--- src/rtl/ext_search_ctrl.sv ---
// ext_search_ctrl: streams CHUNKS chunks of CHUNK lanes from a chunk memory,
// reduces each chunk to its extreme (min or max by COMPARATOR) and keeps the
// running best with its chunk index. Ties always keep the earlier element.
// Optional: define EXT_SEARCH_INDEX_EN to add res_idx, the global element
// index (res_chunk*CHUNK + winning lane).
module ext_search_ctrl #(
  parameter int LEVEL      = 4,
  parameter int DATA_SZ    = 4,
  parameter int CHUNKS     = 4,
  parameter int COMPARATOR = 0
) (
  input  logic                                     clk,
  input  logic                                     rst,
  input  logic                                     start_valid,
  output logic                                     start_ready,
  output logic                                     rd_en,
  output logic [$clog2(CHUNKS)-1:0]                rd_addr,
  input  logic [(2**(LEVEL-1))*DATA_SZ-1:0]        rd_data,
  output logic                                     res_valid,
  input  logic                                     res_ready,
  output logic [DATA_SZ-1:0]                       res_value,
`ifdef EXT_SEARCH_INDEX_EN
  output logic [$clog2(CHUNKS)-1:0]                res_chunk,
  output logic [$clog2(CHUNKS)+LEVEL-2:0]          res_idx
`else
  output logic [$clog2(CHUNKS)-1:0]                res_chunk
`endif
);

  localparam int CHUNK = 2**(LEVEL-1);
  localparam int AW    = $clog2(CHUNKS);
  localparam int LW    = LEVEL-1;

  typedef enum logic [1:0] {S_IDLE, S_READ, S_DRAIN, S_DONE} state_t;

  state_t              state_q, state_d;
  logic [AW-1:0]       cnt_q, cnt_d;
  logic                pend_q;
  logic [AW-1:0]       pend_addr_q;
  logic                best_vld_q, best_vld_d;
  logic [DATA_SZ-1:0]  best_val_q, best_val_d;
  logic [AW-1:0]       best_chunk_q, best_chunk_d;
  logic [DATA_SZ-1:0]  chunk_val;
`ifdef EXT_SEARCH_INDEX_EN
  logic [LW-1:0]       best_lane_q, best_lane_d;
  logic [LW-1:0]       chunk_lane;
`endif

  function automatic logic better(input logic [DATA_SZ-1:0] a,
                                  input logic [DATA_SZ-1:0] b);
    if (COMPARATOR != 0) return a > b;
    else                 return a < b;
  endfunction

  // Binary reduction tree over the lanes; a higher lane replaces a lower one
  // only when strictly better, so the lowest lane wins ties.
  always_comb begin
    logic [DATA_SZ-1:0] tv [CHUNK];
`ifdef EXT_SEARCH_INDEX_EN
    logic [LW-1:0]      ti [CHUNK];
`endif
    for (int unsigned k = 0; k < CHUNK; k++) begin
      tv[k] = rd_data[k*DATA_SZ +: DATA_SZ];
`ifdef EXT_SEARCH_INDEX_EN
      ti[k] = LW'(k);
`endif
    end
    for (int unsigned l = 0; l < LW; l++) begin
      for (int unsigned i = 0; i < CHUNK; i += (2 << l)) begin
        if (better(tv[i + (1 << l)], tv[i])) begin
          tv[i] = tv[i + (1 << l)];
`ifdef EXT_SEARCH_INDEX_EN
          ti[i] = ti[i + (1 << l)];
`endif
        end
      end
    end
    chunk_val = tv[0];
`ifdef EXT_SEARCH_INDEX_EN
    chunk_lane = ti[0];
`endif
  end

  // State and datapath registers; reset abandons any in-flight search.
  always_ff @(posedge clk or posedge rst) begin
    if (rst) begin
      state_q      <= S_IDLE;
      cnt_q        <= '0;
      pend_q       <= 1'b0;
      pend_addr_q  <= '0;
      best_vld_q   <= 1'b0;
      best_val_q   <= '0;
      best_chunk_q <= '0;
`ifdef EXT_SEARCH_INDEX_EN
      best_lane_q  <= '0;
`endif
    end else begin
      state_q      <= state_d;
      cnt_q        <= cnt_d;
      pend_q       <= rd_en;
      pend_addr_q  <= rd_addr;
      best_vld_q   <= best_vld_d;
      best_val_q   <= best_val_d;
      best_chunk_q <= best_chunk_d;
`ifdef EXT_SEARCH_INDEX_EN
      best_lane_q  <= best_lane_d;
`endif
    end
  end

  // Next-state logic.
  always_comb begin
    state_d = state_q;
    unique case (state_q)
      S_IDLE:  if (start_valid) state_d = S_READ;
      S_READ:  if (cnt_q == AW'(CHUNKS-1)) state_d = S_DRAIN;
      S_DRAIN: state_d = S_DONE;
      S_DONE:  if (res_ready) state_d = S_IDLE;
      default: state_d = S_IDLE;
    endcase
  end

  // Read counter and running-best update; data lags its rd_en by one cycle.
  always_comb begin
    cnt_d        = cnt_q;
    best_vld_d   = best_vld_q;
    best_val_d   = best_val_q;
    best_chunk_d = best_chunk_q;
`ifdef EXT_SEARCH_INDEX_EN
    best_lane_d  = best_lane_q;
`endif
    if (state_q == S_IDLE && start_valid) begin
      cnt_d        = '0;
      best_vld_d   = 1'b0;
      best_val_d   = '0;
      best_chunk_d = '0;
`ifdef EXT_SEARCH_INDEX_EN
      best_lane_d  = '0;
`endif
    end
    if (state_q == S_READ) cnt_d = cnt_q + 1'b1;
    if (pend_q && (state_q == S_READ || state_q == S_DRAIN) &&
        (!best_vld_q || better(chunk_val, best_val_q))) begin
      best_vld_d   = 1'b1;
      best_val_d   = chunk_val;
      best_chunk_d = pend_addr_q;
`ifdef EXT_SEARCH_INDEX_EN
      best_lane_d  = chunk_lane;
`endif
    end
  end

  // State-decoded outputs.
  always_comb begin
    start_ready = (state_q == S_IDLE);
    rd_en       = (state_q == S_READ);
    rd_addr     = (state_q == S_READ) ? cnt_q : '0;
    res_valid   = (state_q == S_DONE);
  end

  assign res_value = best_val_q;
  assign res_chunk = best_chunk_q;
`ifdef EXT_SEARCH_INDEX_EN
  assign res_idx   = {best_chunk_q, best_lane_q};
`endif

endmodule

--- config.mk ---
export PLATFORM = sky130hd
export DESIGN_NAME = ext_search_ctrl
export DESIGN_NICKNAME = d
export VERILOG_FILES = /design/src/rtl/ext_search_ctrl.sv
export SDC_FILE = /design/constraint.sdc
export NUM_CORES = 1
export LEC_CHECK = 0
export ABC_AREA = 0
export BUFFER_PORTS_ARGS = -buffer_cell sky130_fd_sc_hd__buf_2
export CAP_MARGIN = 10
export CORE_UTILIZATION = 26
export CTS_CLUSTER_SIZE = 8
export DETAILED_ROUTE_END_ITERATION = 6
export PLACE_DENSITY = 0.57
export RECOVER_POWER = 25
export SYNTH_ARGS = -nofsm -noshare
export SYNTH_HDL_FRONTEND = slang
export SYNTH_SLANG_ARGS = --single-unit
--- constraint.sdc ---
create_clock -name clk -period 3.8 [get_ports clk]
set_clock_uncertainty 0.1 [all_clocks]
set_input_delay 0.19 -clock clk [delete_from_list [all_inputs] [get_ports clk]]
set_output_delay 0.19 -clock clk [all_outputs]
set_load 0.05 [all_outputs]
-- Yosys cells after proc, flatten, opt, wreduce, memory -nomap -nowiden
Cells that the tools add are included.
- word-level logic and storage cells: 52
- flip-flop bits (word level): 14
- output and inout bits: 11
- bits of input ports: 36
- order comparisons: 8
- reduce and logical (&&, ||, !) cells: 10
- mux-type cells: 19
- add/subtract/negate cells: 1
- eq/ne operators: 7
- operator list (operator ; number):
    $mux W4 ; 9
    $lt A4 B4 Y1 ; 8
    $mux W2 ; 7
    $pmux W2 S4 ; 1
    $eq A2 B2 Y1 const B ; 3
    $ne A2 B1 Y1 const B ; 2
    $reduce_bool A2 Y1 ; 2
    $logic_and A1 B1 Y1 ; 3
    $reduce_and A3 Y1 ; 1
    $add A2 B1 Y2 const B ; 1
    $eq A2 B1 Y1 const B ; 1
    $logic_not A2 Y1 ; 1
    $logic_or A1 B1 Y1 ; 2
    $mux W1 ; 2
    $ne A2 B2 Y1 const B ; 1
    $logic_not A1 Y1 ; 1

-- Logic depth before layout (Yosys ltp)
- depth after elaboration: 10
- depth in mapped cells: 24

-- Least setup slack after synthesis
Ideal clock, no wire load.
- kind: input -> register
- start point: input rd_data[11]
- end point: register best_val_q[1], in the netlist res_value[1]
- stages: 21
- library setup time: 0.125 ns
- setup slack: -0.878 ns
- required time: 3.575 ns
- arrival time: 4.452 ns
- buffers on the path: 0
- path through: inv_1 > ha_1 > o21a_1 > nor2_1 > a21oi_1 > mux2i_1 > inv_1 > ha_1 > o21bai_1 > a22oi_1 > mux2_2 > ha_1 > a21o_1 > o41ai_2 > mux2i_1 > ha_1 > a211oi_1 > nand4_1 > a211oi_1 > a211oi_4 > mux2_4
- cells in the longest elaborated chain, start to end: 10
- elaborated cells on any way between the ends: 11
- those cells by class: 4 x order compare; 4 x mux; 3 x reduce/logical
- RTL lines (item ; RTL line ; text):
    start, declared ; 18 ; input logic [(2**(LEVEL-1))*DATA_SZ-1:0] rd_data,
    $lt A4 B4 Y1 ; 52 ; else return a < b;
    $mux W4 (*) ; 70 ; if (better(tv[i + (1 << l)], tv[i])) begin
    $lt A4 B4 Y1 ; 52 ;
    $mux W4 (*) ; 70 ;
    $lt A4 B4 Y1 ; 52 ;
    $mux W4 (*) ; 70 ;
    $lt A4 B4 Y1 ; 52 ;
    $logic_or A1 B1 Y1 ; 143 ; (!best_vld_q || better(chunk_val, best_val_q))) begin
    $logic_and A1 B1 Y1 ; 142 ; if (pend_q && (state_q == S_READ || state_q == S_DRAIN) &&
    $mux W4 / $reduce_bool A2 Y1 (equally long branches) ; - ;
    end signal, assigned ; 103 ; best_val_q <= best_val_d;
    end, declared ; 41 ; logic [DATA_SZ-1:0] best_val_q, best_val_d;
Mark *: on every way between the ends. The rest lies on a longest branch, timed or not.
A chain may end at the register's enable or synchronous reset.

-- Worst setup path after layout
- start point: input rd_data[10]
- end point: register best_val_q[0], in the netlist res_value[0]
Same word-level chain as after synthesis.

==> reports/metrics.csv <==
metric;value;unit
status;finished with violations;
violated checks;negative setup slack;
overflow left after global routing;0;
port bufs;46;
vias in the first global route;1598;
Synth Flop Type;dfrtp_1;
Die Ht;83.5;microns
Final Setup Violations;7;
DIE WIDTH;83.5;microns
first-pass GRT wire length;6820;microns
Final WS setup;-665;ps
clk sinks;14;
deepest level of the CTS H-tree;1;
Slew Limit Headroom;0.640;
Rows;29;
peak supply drop;0.663;mV
Seq cells post-synth;14;
fin area;0.00273;sq mm
pin count of the biggest net entering global routing;15;
Util after Layout;0.427;
Area growth syn-to-layout;58.0;%
Worst path slowest cell;mux2_4;
critical path launch point type;primary input;
Cell variety after synth;39;
DP HPWL;3290;microns
Die ar.;0.00697;sq mm
Root Buffer;clkbuf_8;
Antenna Nets Post-Route;0;
unrepaired setup endpoints after global routing;yes;
Seq/Total Area, Yosys;0.203;
Worst EP required;3830;ps
Via Count;1688;
Hold WC Path Type;in2reg;
GR Util All Layers;0.112;
number of flops mapped to enable cells by yosys;0;
Nets;373;
number of vias per cell;4.47;
critical path class;in2reg;
P per Cell Area;500;mW/mm^2
worst slew pin tran;539;ps
Syn Area/Cell;8.90;sq um
max cap viols;0;
commonest non-fill, non-tap cell in the layout;buf_4;
initial antenna violation count;0;
CP Capture Type;flip-flop;
CP most frequent cell;buf_4;
clock buffer depth;2;
post-synthesis cell area;0.00173;sq mm
fraction of synthesis flops using an asynchronous set or reset pin;1.00;
fmax;224;MHz
CTS clk-pin slew, worst paths;60;ps
post-synthesis instance total;194;
placed cell areas;0.00249;sq mm
WL final;4020;microns
GPL Wtd Cong;0.780;
Worst-Skew Late Latency;240;ps
DP Cell Count;364;
crit-path leading delay family;compound AO/OA/AOI/OAI gates;
CTS buffer count;3;
pre-CTS setup slack;-927;ps
Pins Over Slew Limit;0;
n_diodes;0;
CP Max Fanout;4;
buffer and inverter count on the worst path;6;
Leak Pwr;1.45;nW
worst path arrival time;4490;ps
TritonRoute pass-1 iters;4;
CTS tree;yes;
Tot Pwr;1.37;mW
synthesis warning total;0;
core area;0.00639;sq mm
Synth Net Count;265;
Iter 0 DRT Violations;48;
Non-Filler Instances;378;
final-report hold violation count;0;
detailed-route DRC error count;0;
setup TNS;-3820;ps
layout cells sized above 1;0.502;
clock period minus worst slack;4460;ps
Tcrit/Tclk final;1.17;
initial core utilization;0.270;
most frequent cells in the layout;buf_4, buf_2, inv_1, ha_1, dfrtp_1;
IO Pins;47;
WHS;281;ps
DR WL/cell;10.6;microns
CP peak stage delay;340;ps
==> synthesized netlist by cell type, types with 4 or more instances <==
master / instances / share of area
inv_1: 39 / 0.085
ha_1: 35 / 0.25
dfrtp_1: 14 / 0.20
mux2i_1: 14 / 0.081
o21ai_0: 14 / 0.041
nand2_1: 12 / 0.026
a21oi_1: 9 / 0.026
nor2_1: 8 / 0.017
mux2_2: 4 / 0.026
mux2_4: 4 / 0.035
nor3_1: 4 / 0.012
==> metal layers <==
metal,up-vias,GRT usage,part of all wire
li1,895,-,-
met1,767,0.151,0.48
met2,26,0.202,0.49
met3,0,0.0109,0.030
met4,0,0.00924,0
met5,-,0,0
==> tightest hold or removal path, cell delays in order <==
cell and delay [ps]:
buf_2 90, inv_1 40, a222oi_1 110, o21ai_0 150
==> worst paths after layout <==
path	to	slack (ps)	start	depth (start not counted)
setup / recovery	res_value[0]	-660	rd_data[10]	25
hold / removal	state_q[0]	280	res_ready	4
max in group asynchronous	res_value[2]	2810	rst	3
hold reg to reg	res_chunk[1]	400	pend_addr_q[1]	2
min in group asynchronous	cnt_q[0]	430	rst	3
setup reg to reg	res_value[0]	1610	res_value[3]	8
==> what timing repair did <==
item	in CTS	in global routing
cloned	0	0
setup buffers	4	7
setup endpoints to repair	7	7
pin swaps	8	10
hold endpoints to repair	14	0
gates resized for setup	9	16
hold buffers	1	0
==> cell type report <==
class | instances | area (sq um)
Clock buffer | 4 | 55.1
Fill cell | 628 | 3660
Multi-Input combinational cell | 141 | 1400
Sequential cell | 14 | 350
Inverter | 39 | 151
Tap cell | 77 | 96.3
Timing Repair Buffer | 103 | 674
==> where the power goes <==
group	switching (mW)	internal (mW)	total, mW
clock	0.0516	0.0916	0.143
sequential	0.0382	0.209	0.248
combinational	0.520	0.455	0.974
==> registers in the layout, summed over array words and instances, names as in the netlist <==
signal       flops
best_vld_q       1
cnt_q            2
pend_addr_q      2
pend_q           1
res_chunk        2
res_value        4
state_q          2
==> cells by family (layout without fill, tap and decap cells) <==
logic type	after synthesis	count (layout)	synth area share
and+or+nand+nor	37	37	0.109
adders and majority gates	35	35	0.254
AOI/OAI and AO/OA	47	47	0.208
DFF	14	14	0.203
muxes	22	22	0.142
buffers and inverters	39	146	0.0848
No activity file was read; power rests on OpenSTA's default activity.
